$ cat config.mk
export PLATFORM = sky130hd
export DESIGN_NAME = entry_parking_lot
export DESIGN_NICKNAME = d
export VERILOG_FILES = /design/src/rtl/entry_parking_lot.sv
export SDC_FILE = /design/constraint.sdc
export NUM_CORES = 1
export LEC_CHECK = 0
export ABC_AREA = 0
export CORE_MARGIN = 2
export CORE_UTILIZATION = 43
export DETAILED_ROUTE_END_ITERATION = 6
export PLACE_DENSITY = 0.75
export SYNTH_ARGS = -nofsm -noshare
export SYNTH_HDL_FRONTEND = slang
export SYNTH_SLANG_ARGS = --single-unit
$ cat constraint.sdc
create_clock -name clk -period 2.9 [get_ports clk]
set_input_delay 0.58 -clock clk [delete_from_list [all_inputs] [get_ports clk]]
set_output_delay 0.58 -clock clk [all_outputs]
set_load 0.03 [all_outputs]
$ cat src/rtl/entry_parking_lot.sv
// Entry-side slot allocator for the parking lot.
// Keeps the occupancy map and hands out the lowest free slot to an arriving
// car through an IDLE -> SEARCH -> GRANT handshake. Exit notifications free
// slots in any state. An exit that names a slot which is already free is
// flagged with exit_err.
module entry_parking_lot #(
  parameter int N_SLOTS = 8,
  parameter int NUM_W   = 3,
  parameter int CNT_W   = 4
) (
  input  logic               clk,
  input  logic               rst,
  input  logic               enter_req,
  input  logic               grant_ack,
  input  logic               exit_valid,
  input  logic [NUM_W-1:0]   exit_num,
  output logic               grant_valid,
  output logic [NUM_W-1:0]   park_number,
  output logic               deny,
  output logic               exit_err,
  output logic               full,
  output logic [N_SLOTS-1:0] park_location,
  output logic [CNT_W-1:0]   free_count
);

  typedef enum logic [1:0] {
    IDLE   = 2'd0,
    SEARCH = 2'd1,
    GRANT  = 2'd2
  } state_t;

  state_t             state;
  logic [NUM_W-1:0]   free_idx;
  logic               exit_hit;
  logic [N_SLOTS-1:0] clear_mask;
  logic [N_SLOTS-1:0] set_mask;
  logic [N_SLOTS-1:0] next_map;

  // Lowest-numbered zero bit of the map. The scan runs from the top down, so
  // the last assignment made belongs to the lowest free index.
  function automatic logic [NUM_W-1:0] lowest_free(input logic [N_SLOTS-1:0] map);
    logic [NUM_W-1:0] idx;
    idx = '0;
    for (int i = N_SLOTS - 1; i >= 0; i--) begin
      if (!map[i]) begin
        idx = NUM_W'(i);
      end else begin
        idx = idx;
      end
    end
    return idx;
  endfunction

  // Number of occupied slots in the map.
  function automatic logic [CNT_W-1:0] popcount(input logic [N_SLOTS-1:0] map);
    logic [CNT_W-1:0] cnt;
    cnt = '0;
    for (int i = 0; i < N_SLOTS; i++) begin
      cnt = cnt + CNT_W'(map[i]);
    end
    return cnt;
  endfunction

  // Status flags derived directly from the map.
  assign full       = &park_location;
  assign free_count = CNT_W'(N_SLOTS) - popcount(park_location);

  // Next-map computation. The encoder sees the pre-edge map, so a slot that is
  // freed in the SEARCH cycle is never the one chosen. The set and clear masks
  // therefore cannot target the same bit.
  always_comb begin
    free_idx   = lowest_free(park_location);
    exit_hit   = park_location[exit_num];
    clear_mask = '0;
    set_mask   = '0;
    if (exit_valid && exit_hit) begin
      clear_mask[exit_num] = 1'b1;
    end else begin
      clear_mask = '0;
    end
    if (state == SEARCH) begin
      set_mask[free_idx] = 1'b1;
    end else begin
      set_mask = '0;
    end
    next_map = (park_location & ~clear_mask) | set_mask;
  end

  // Allocation FSM with registered grant, deny and exit_err outputs and the
  // occupancy map.
  always_ff @(posedge clk or posedge rst) begin
    if (rst) begin
      state         <= IDLE;
      park_location <= '0;
      park_number   <= '0;
      grant_valid   <= 1'b0;
      deny          <= 1'b0;
      exit_err      <= 1'b0;
    end else begin
      park_location <= next_map;
      exit_err      <= exit_valid & ~exit_hit;
      deny          <= 1'b0;
      case (state)
        IDLE: begin
          if (enter_req && full) begin
            deny  <= 1'b1;
            state <= IDLE;
          end else if (enter_req) begin
            state <= SEARCH;
          end else begin
            state <= IDLE;
          end
        end
        SEARCH: begin
          park_number <= free_idx;
          grant_valid <= 1'b1;
          state       <= GRANT;
        end
        GRANT: begin
          if (grant_ack) begin
            grant_valid <= 1'b0;
            state       <= IDLE;
          end else begin
            state       <= GRANT;
          end
        end
        default: begin
          grant_valid <= 1'b0;
          state       <= IDLE;
        end
      endcase
    end
  end

endmodule

# Word-level counts from Yosys, hierarchy flattened
# Index checks and enable logic that the tools add are counted.
# classes
n_addsub	8
multipliers	0
div	0
n_lt_le_gt_ge	4
n_eq_ne	3
shifts	0
n_mux	24
n_bitwise	6
n_reduce_logical	7
# op_table
op	count
$mux W3	8
$add A4 B1 Y4	4
$mux W8	2
$and A8 B8 Y8	1
$lt A3 B4 Y1 const B	2
$mux W1	8
$not A8 Y8	1
$or A8 B8 Y8	1
$reduce_and A8 Y1	1
$demux W1 S3	2
$ge A3 B1 Y1 const B	2
$pmux W2 S3	1
$add A3 B1 Y4	1
$logic_and A1 B1 Y1	4
$sub A4 B4 Y4 const A	1
$add A2 B1 Y3	1
$bmux W1 S3	1
$pmux W1 S3	1
$add A1 B1 Y2	1
$eq A2 B1 Y1 const B	1
$eq A2 B2 Y1 const B	1
$logic_not A2 Y1	1
$mux W2	1
$ne A2 B2 Y1 const B	1
3 further kinds	4
# totals
reg_bits	16
latchBits	0
ram_bits	0
romBits	0
input_bits	8
output_inout_bits	19
n_memories	0

# Longest topological paths before layout
# Gate-level depths: netlist of run 1.
# logic_depth
ltp_word	14
ltp_mapped	8

# Worst setup path before layout of run 1
# Ideal clock, no wire load.
# synth_path
kind	register to output
start	reg park_location[4]
end	out free_count[2]
arrival_time_ns	2.729
setup_slack_ns	-0.409
stages_incl_launch_ff	9
path_buffers	0
path_cell_list	dfrtp_1 > inv_1 > fa_1 > ha_1 > inv_1 > fa_1 > fa_1 > inv_1 > ha_1
# synth_between
elab_chain_len	5
# synth_lines
element	line	text
from (decl)	22	output logic [N_SLOTS-1:0] park_location,
from (signal assigned)	100	park_location <= next_map;
$add A4 B1 Y4 (4 in series)	59	cnt = cnt + CNT_W'(map[i]);
$sub A4 B4 Y4	66	assign free_count = CNT_W'(N_SLOTS) - popcount(park_location);
to (decl)	23	output logic [CNT_W-1:0] free_count
# Every way passes these cells.

# Worst setup path after layout of run 1
# layout_path
start	reg park_location[3]
end	out free_count[2]
# layout_between
elab_chain_len	6
# layout_lines
element	line
$add A3 B1 Y4	59
$add A4 B1 Y4 (4 in series)	59
$sub A4 B4 Y4	66
# Every way passes these cells.

==> flow_summary.yaml, run 1 <==
synth:
  ys_ff_latch: 16
  ys_seq_area_share_pct: 38.42
  synthTopCellsByArea: "dfrtp_1 (38%), fa_1 (7.7%), ha_1 (6.0%), inv_1 (5.4%), nand2_1 (5.4%)"
  syn_inst: 112
  syn_avg_cell_area_sq_um: 9.306
  synth-edff-count: 0
  yosys.area.top_type_share_pct: 38.42
  yosys.area.top_type: "dfrtp_1"
  yosysUniqueCellTypes: 36
  ys.flop_type: "dfrtp_1"
  async_flop_share_pct: 100.0
  yosysWarnings: 0
  syn_area_sq_mm: 0.001042
  syn_nets: 129
final_layout:
  layout-drive-gt1-share_pct: 25.34
  final_cell_mix: "clkdlybuf4s50_1 (22), nand2_1 (15), dfrtp_1 (10), o21ai_0 (9), inv_1 (9)"
  final_core_util_pct: 63.93
  n_fill_cell: 198
  final_area_sq_mm: 0.001441
  syn_to_final_growth_pct: 38.30
  nets: 164
  final_common_cell: "clkdlybuf4s50_1"
  diodes: 0
setup_path:
  crit_required_ns: 2.32
  start_kind: "flip-flop"
  critPathArrivalTime_ns: 2.65
  worst_setup_path_end_kind: "output pin"
  cp_slowest_stage_delay_ns: 0.53
  critPathMaxFanout: 2
  crit_family: "adder cells"
  cp_num_buf_inv: 4
  path_cells: "fa_1, inv_1, ha_2, inv_2, fa_1, fa_2, inv_2, ha_4, buf_6"
  worstSetupPathType: "reg2out"
  cp_slowest_cell: "fa_1"
clocking:
  cts-buffers-inserted: 3
  clk_latency_ns: 0.29
  htreeDepth: 1
  clk_pin_slew_ns: 0.10
  clockRootBuffer: "clkbuf_4"
  post_cts_buffers: 0
  cts_buffer_depth: 2
  cts_tree: "yes"
  cts_hold_buf: 0
  clock_sinks: 16
route:
  postRouteAntennaNets: 0
  dr.pass1.iters: 5
  drt-met1-wl_microns: 1038
  drc: 0
  drt_wl_total_microns: 2349
  via_per_inst: 5.356
  wl_met2_microns: 1141
  top_layer: "met4"
  avgRoutedWirePerCell_microns: 13.50
  drt_iter0_drc: 24
  vias: 932
  dr_wl_met3_microns: 150
die:
  die_w_microns: 53.23
  die_h_microns: 53.23
  io_pins: 27
  die_area_sq_mm: 0.002833
  rows: 17
  start_util_pct: 46.23
  coreArea_sq_mm: 0.002255
place:
  postPlaceCellArea_sq_mm: 0.001393
  gp_congestion: 0.8897
  portBuffers: 26
  hpwl_microns: 1860
  dp_slack_ns: -0.08589
global_route:
  grt_use_total_pct: 19.54
  grt_pass1_wl_microns: 3995
  grt_max_degree: 17
  grt_pass1_vias: 919
  grt_overflow: 0
  antenna_found_initial: 0
timing:
  setup_viol: 3
  finalCriticalPeriod_ns: 3.226
  maxSlewHeadroom_pct: 59.14
  fmax_ghz: 0.3100
  finalHoldViolCount: 0
  setup_ws_ns: -0.3256
  fin_setup_tns_ns: -0.8554
  rsz0062_at_grt: "yes"
  worst_slew_pin_slew_ns: 0.6122
  timing.final.max_slew_violations: 0
  final.period_utilization_pct: 111.2
  finalClockSkew_ns: 0.004715
status:
  failed_checks: "negative setup slack"
  run_status: "finished with violations"
run:
  cap_violations: 0
min_path:
  hold_path.class: "reg2reg"
==> final cells by class <==
class	count	area, sq um	area share, %
flip-flops and latches	16	407.9	28.30
multi-input cells	77	583.1	40.45
repair buffers	34	322.8	22.40
well taps	28	35.03	2.431
clock buffers	4	36.28	2.517
inverters	15	56.30	3.906
==> metrics by stage <==
stage,hold WS [ns],instances
3_3_place_gp,0.4619,170
3_5_place_dp,0.4708,170
6_report,0.4839,174
5_1_grt,0.5423,174
2_1_floorplan,0.4733,112
4_1_cts,0.4932,174
==> state kept, by name, indices dropped and copies added, names as in the netlist <==
| signal | cells |
|---|---|
| park_number | 3 |
| state | 2 |
| deny | 1 |
| exit_err | 1 |
| grant_valid | 1 |
| park_location | 8 |
==> worst register-to-register path, stage by stage, from the launching register on <==
cell and delay, ns:
dfrtp_1 0.40, buf_4 0.16, nand2b_4 0.14, a2111oi_4 0.36, a21oi_1 0.16, o21ai_0 0.28
==> cell usage after synthesis, types with 2 or more instances <==
master and instances:
a22o_1 2, clkbuf_1 2, o21ai_0 9, a21oi_1 3
nand2_1 15, nand2b_1 4, nand4_1 3, nand3b_1 2
inv_1 15, fa_1 4, nor2_1 8, o31ai_1 2
ha_1 5, dfrtp_1 16
==> kinds of logic after synthesis <==
family / Yosys count / synth area share (%)
simple gates: 40 / 20.17
compound gates: 26 / 18.37
buf+inv: 19 / 7.323
flops: 16 / 38.41
fa+ha+maj: 9 / 13.69
mux: 2 / 2.041
==> per-layer routing <==
metal	vias to the layer above	GRT usage [%]
met4	0	5.128
met1	436	25.93
met2	38	31.89
met5	-	0
met3	4	4.237
li1	454	-
==> what timing repair did <==
| action | in CTS | in global routing |
|---|---|---|
| gates resized for setup | 7 | 1 |
| pin swaps | 5 | 2 |
| endpoints found under the setup margin | 4 | 3 |
==> final timing paths <==
kind / from / to / slack [ns] / cells past startpoint
min: park_number[0] / park_number[0] / 0.48 / 2
min in group asynchronous: rst / park_number[0] / 0.66 / 2
max reg2reg: park_location[7] / park_location[5] / 1.29 / 5
max: park_location[3] / free_count[2] / -0.33 / 9
min reg2reg: park_number[0] / park_number[0] / 0.48 / 2
max in group asynchronous: rst / park_location[4] / 1.80 / 2
Power of run 1 is not shown: default switching activity piles up to over one toggle a cycle in this logic, so the estimate is an artifact.
==> run 2: changes to the inputs <==
- REMOVE_ABC_BUFFERS: default -> 1
==> run 2 against run 1 <==
The run still ends with negative setup slack left. Critical endpoint unchanged. Design area grew 0.52%. Critical path type unchanged. Final cell count up 1.1%. First-iteration DRC count decreased by 17%. Largest cell class unchanged. Die area unchanged.
==> flow_summary.yaml, run 2 (synthesis results as in run 1) <==
status:
  run_status: "finished with violations"
  failed_checks: "negative setup slack"
final_layout:
  regMostFlops: "park_location"
  largest_reg_flops: 8
  syn_to_final_growth_pct: 39.02
  final_cell_mix: "clkdlybuf4s50_1 (22), dfrtp_1 (16), nand2_1 (15), inv_1 (11), buf_4 (10)"
  diodes: 0
  final_common_cell: "clkdlybuf4s50_1"
  top_regs: "park_location x8, park_number x3, state x2"
  n_fill_cell: 207
  nets: 166
  layout-drive-gt1-share_pct: 20.95
route:
  postRouteAntennaNets: 0
  vias: 925
  via_per_inst: 5.256
  avgRoutedWirePerCell_microns: 14.26
  drt_wl_total_microns: 2510
  drt_iter0_drc: 20
  dr.pass1.iters: 4
  drc: 0
timing:
  timing.final.max_slew_violations: 0
  worst_slew_pin_slew_ns: 0.6089
  fmax_ghz: 0.3086
  finalHoldViolCount: 0
  maxSlewHeadroom_pct: 59.36
  finalCriticalPeriod_ns: 3.240
  setup_ws_ns: -0.3402
  final.period_utilization_pct: 111.7
  setup_viol: 3
  rsz0062_at_grt: "yes"
  finalClockSkew_ns: 0.005503
global_route:
  grt_overflow: 0
  grt_pass1_vias: 973
  grt_max_degree: 17
  grt_pass1_wl_microns: 4291
  grt_use_total_pct: 21.70
  antenna_found_initial: 0
setup_path:
  critPathArrivalTime_ns: 2.66
  crit_family: "adder cells"
  crit_required_ns: 2.32
  cp_num_buf_inv: 4
  cp_slowest_stage_delay_ns: 0.55
  start_kind: "flip-flop"
  crit_path_frequent_cell: "inv_2"
  worstSetupPathType: "reg2out"
  critPathMaxFanout: 2
  cp_slowest_cell: "fa_1"
  reg2reg_slack_ns: 1.33
  worst_setup_path_end_kind: "output pin"
  path_cells: "inv_2, fa_1, ha_2, inv_2, fa_1, fa_2, inv_2, ha_4, buf_6"
die:
  rows: 17
  die_area_sq_mm: 0.002833
  start_util_pct: 46.23
  die_w_microns: 53.23
  coreArea_sq_mm: 0.002255
  die_h_microns: 53.23
  io_pins: 27
clocking:
  cts-buffers-inserted: 3
  cts_tree: "yes"
  post_cts_buffers: 0
  clk_latency_ns: 0.30
  cts_buffer_depth: 2
  cts_hold_buf: 0
  clk_pin_slew_ns: 0.10
  htreeDepth: 1
  clock_sinks: 16
  clockRootBuffer: "clkbuf_4"
place:
  gp_congestion: 0.8770
  dp_slack_ns: -0.6522
  portBuffers: 26
  hpwl_microns: 1935
run:
  cap_violations: 0
min_path:
  hold_path.class: "reg2reg"
## run 2: final cells by class
type | instances | area, sq um | area share (%)
Inverter | 15 | 56.30 | 3.886
Timing Repair Buffer | 36 | 337.8 | 23.32
Clock buffer | 4 | 36.28 | 2.504
Sequential cell | 16 | 400.4 | 27.63
Multi-Input combinational cell | 77 | 583.1 | 40.24
Tap cell | 28 | 35.03 | 2.418
## run 2: metal layers
layer	global-route usage [%]	share of wire [%]	up-vias
met5	0	0	-
met4	11.54	1.8	0
met3	3.955	7.2	5
met2	35.60	47	42
met1	26.75	44	424
li1	-	-	454
## run 2: what timing repair did
item                                    4_1_cts  5_1_grt
gates resized for setup                      17        0
endpoints found under the setup margin        4        3
cloned                                        0        0
pin swaps                                     4        0
## run 2: worst min-delay path: cells and delay by family, from the launching register on
kind	cells	cell delay (ns)
flip-flops	1	0.35
AO/OA/AOI/OAI	1	0.06
AND/OR/NAND/NOR	1	0.05
## run 2: path summary, 6_finish.rpt
| path | endpoint | start | depth (start not counted) |
|---|---|---|---|
| min in group asynchronous | state[1] | rst | 2 |
| worst min register to register | park_number[2] | park_number[2] | 2 |
| worst min-delay path | park_number[2] | park_number[2] | 2 |
| worst max-delay path | free_count[2] | park_location[4] | 9 |
| max in group asynchronous | park_location[6] | rst | 2 |
| worst max register to register | park_location[0] | park_location[7] | 5 |
## run 2: stage by stage
step | cells | TNS (ns) | hold slack (ns) | util (%) | cell area [sq um]
final | 176 | -0.8992 | 0.4852 | 64.26 | 1449
after global routing | 176 | -1.119 | 0.5121 | 64.26 | 1449
after CTS | 176 | -0.9337 | 0.4929 | 64.26 | 1449
after detailed placement | 172 | -0.8737 | 0.4698 | 61.54 | 1388
after global placement | 172 | -0.6991 | 0.4649 | 61.54 | 1388
after floorplan | 108 | -1.118 | 0.4743 | - | 1022
Power of run 2 is left out for the same reason.
==> run 3: changes to the inputs <==
- MAX_ROUTING_LAYER: default -> met4
- SKIP_CTS_REPAIR_TIMING: default -> 1
==> run 3 against run 2 <==
The flow still finishes with violations (negative setup slack). Sequential cell count unchanged. Register-to-register slack about the same. Clock skew about the same. Hold slack about the same. Clock-buffer cell count unchanged. Die area unchanged. Sequential share of layout area decreased by 0.21 points. Design area increased by 0.78%. Critical path type unchanged.
==> flow_summary.yaml, run 3 (synthesis results as in run 1) <==
status:
  run_status: "finished with violations"
  failed_checks: "negative setup slack"
setup_path:
  reg2reg_depth: 5
  worstSetupPathType: "reg2out"
  worst_setup_path_end_kind: "output pin"
  crit_required_ns: 2.32
  r2r-start: "park_location[7]"
  startpoint: "park_location[3]"
  critPathMaxFanout: 2
  start_kind: "flip-flop"
  critPathArrivalTime_ns: 2.66
final_layout:
  final_cell_mix: "clkdlybuf4s50_1 (22), dfrtp_1 (16), nand2_1 (15), inv_1 (11), buf_4 (11)"
  largest_reg_flops: 8
  top_regs: "park_location x8, park_number x3, state x2"
  regMostFlops: "park_location"
  final_common_cell: "clkdlybuf4s50_1"
  n_fill_cell: 205
  regArea_sq_um: 400.4
  layout-drive-gt1-share_pct: 21.48
  multi_input_area_sq_um: 583.1
  final_area_sq_mm: 0.001460
  diodes: 0
  syn_to_final_growth_pct: 40.10
  nets: 167
clocking:
  cts-buffers-inserted: 3
  clock_sinks: 16
  clockRootBuffer: "clkbuf_4"
  cts_tree: "yes"
  clk_pin_slew_ns: 0.10
  clk_latency_ns: 0.29
  cts_buffer_depth: 2
  htreeDepth: 1
global_route:
  grt_max_degree: 17
  grt_use_total_pct: 22.13
  grt_pass1_vias: 983
  grt_pass1_wl_microns: 4271
  grt_overflow: 0
  antenna_found_initial: 0
place:
  gp_congestion: 0.8914
  portBuffers: 26
  postPlaceCellArea_sq_mm: 0.001388
  hpwl_microns: 1935
route:
  top_layer: "met4"
  via_per_inst: 5.316
  drt_iter0_drc: 25
  drt-met1-wl_microns: 1097
  dr_wl_met3_microns: 184
  wl_met2_microns: 1198
  postRouteAntennaNets: 0
  drt_wl_total_microns: 2526
  vias: 941
  avgRoutedWirePerCell_microns: 14.27
  dr.pass1.iters: 4
  drc: 0
timing:
  rsz0062_at_grt: "yes"
  finalHoldViolCount: 0
  maxSlewHeadroom_pct: 59.24
  fin_setup_tns_ns: -0.9099
  holdWs_ns: 0.4854
  fmax_ghz: 0.3084
  finalClockSkew_ns: 0.005663
  timing.final.max_slew_violations: 0
  setup_ws_ns: -0.3421
  worst_slew_pin_slew_ns: 0.6108
  final.period_utilization_pct: 111.8
  finalCriticalPeriod_ns: 3.242
  setup_viol: 3
die:
  coreArea_sq_mm: 0.002255
  start_util_pct: 46.23
  rows: 17
  die_area_sq_mm: 0.002833
  io_pins: 27
  die_h_microns: 53.23
  die_w_microns: 53.23
min_path:
  holdPathStages: 2
  hold_path.class: "reg2reg"
  min_from: "park_number[2]"
run:
  cap_violations: 0
run 3: cell count changes in the layout (fill, tap and decap cells not counted):
cell,previous run,this run
dlymetal6s2s_1,0,1
buf_4,10,11
dlygate4sd2_1,1,0
run 3: area by class of cell:
cell class	instances	share of cell area, %
multi-input cells	77	39.93
flip-flops and latches	16	27.42
inverters	15	3.856
repair buffers	37	23.91
clock buffers	4	2.485
well taps	28	2.399
run 3: worst max-delay path: stages, from the launching register on:
cell     delay, ns
dfrtp_1       0.42
fa_1          0.53
inv_1         0.04
ha_2          0.17
inv_2         0.05
fa_1          0.41
fa_2          0.35
inv_2         0.07
ha_4          0.19
buf_6         0.13
run 3: metal layers:
metal,up-vias,GRT usage [%]
li1,459,-
met5,-,-
met2,43,35.80
met3,7,3.390
met1,432,26.57
met4,0,11.54
run 3: through the flow:
step,setup WS (ns),instances,utilization [%]
2_1_floorplan,-0.4088,108,-
3_3_place_gp,-0.5935,172,61.54
3_5_place_dp,-0.6522,172,61.54
4_1_cts,-0.9826,176,63.15
5_1_grt,-0.4199,177,64.76
6_report,-0.3421,177,64.76
run 3: worst paths after layout:
path	slack [ns]	endpoint
hold reg to reg	0.49	park_number[2]
setup / recovery	-0.34	free_count[2]
setup reg to reg	1.33	park_location[0]
max in group asynchronous	1.85	park_location[6]
hold / removal	0.49	park_number[2]
min in group asynchronous	0.65	state[1]
Power of run 3 is left out for the same reason.
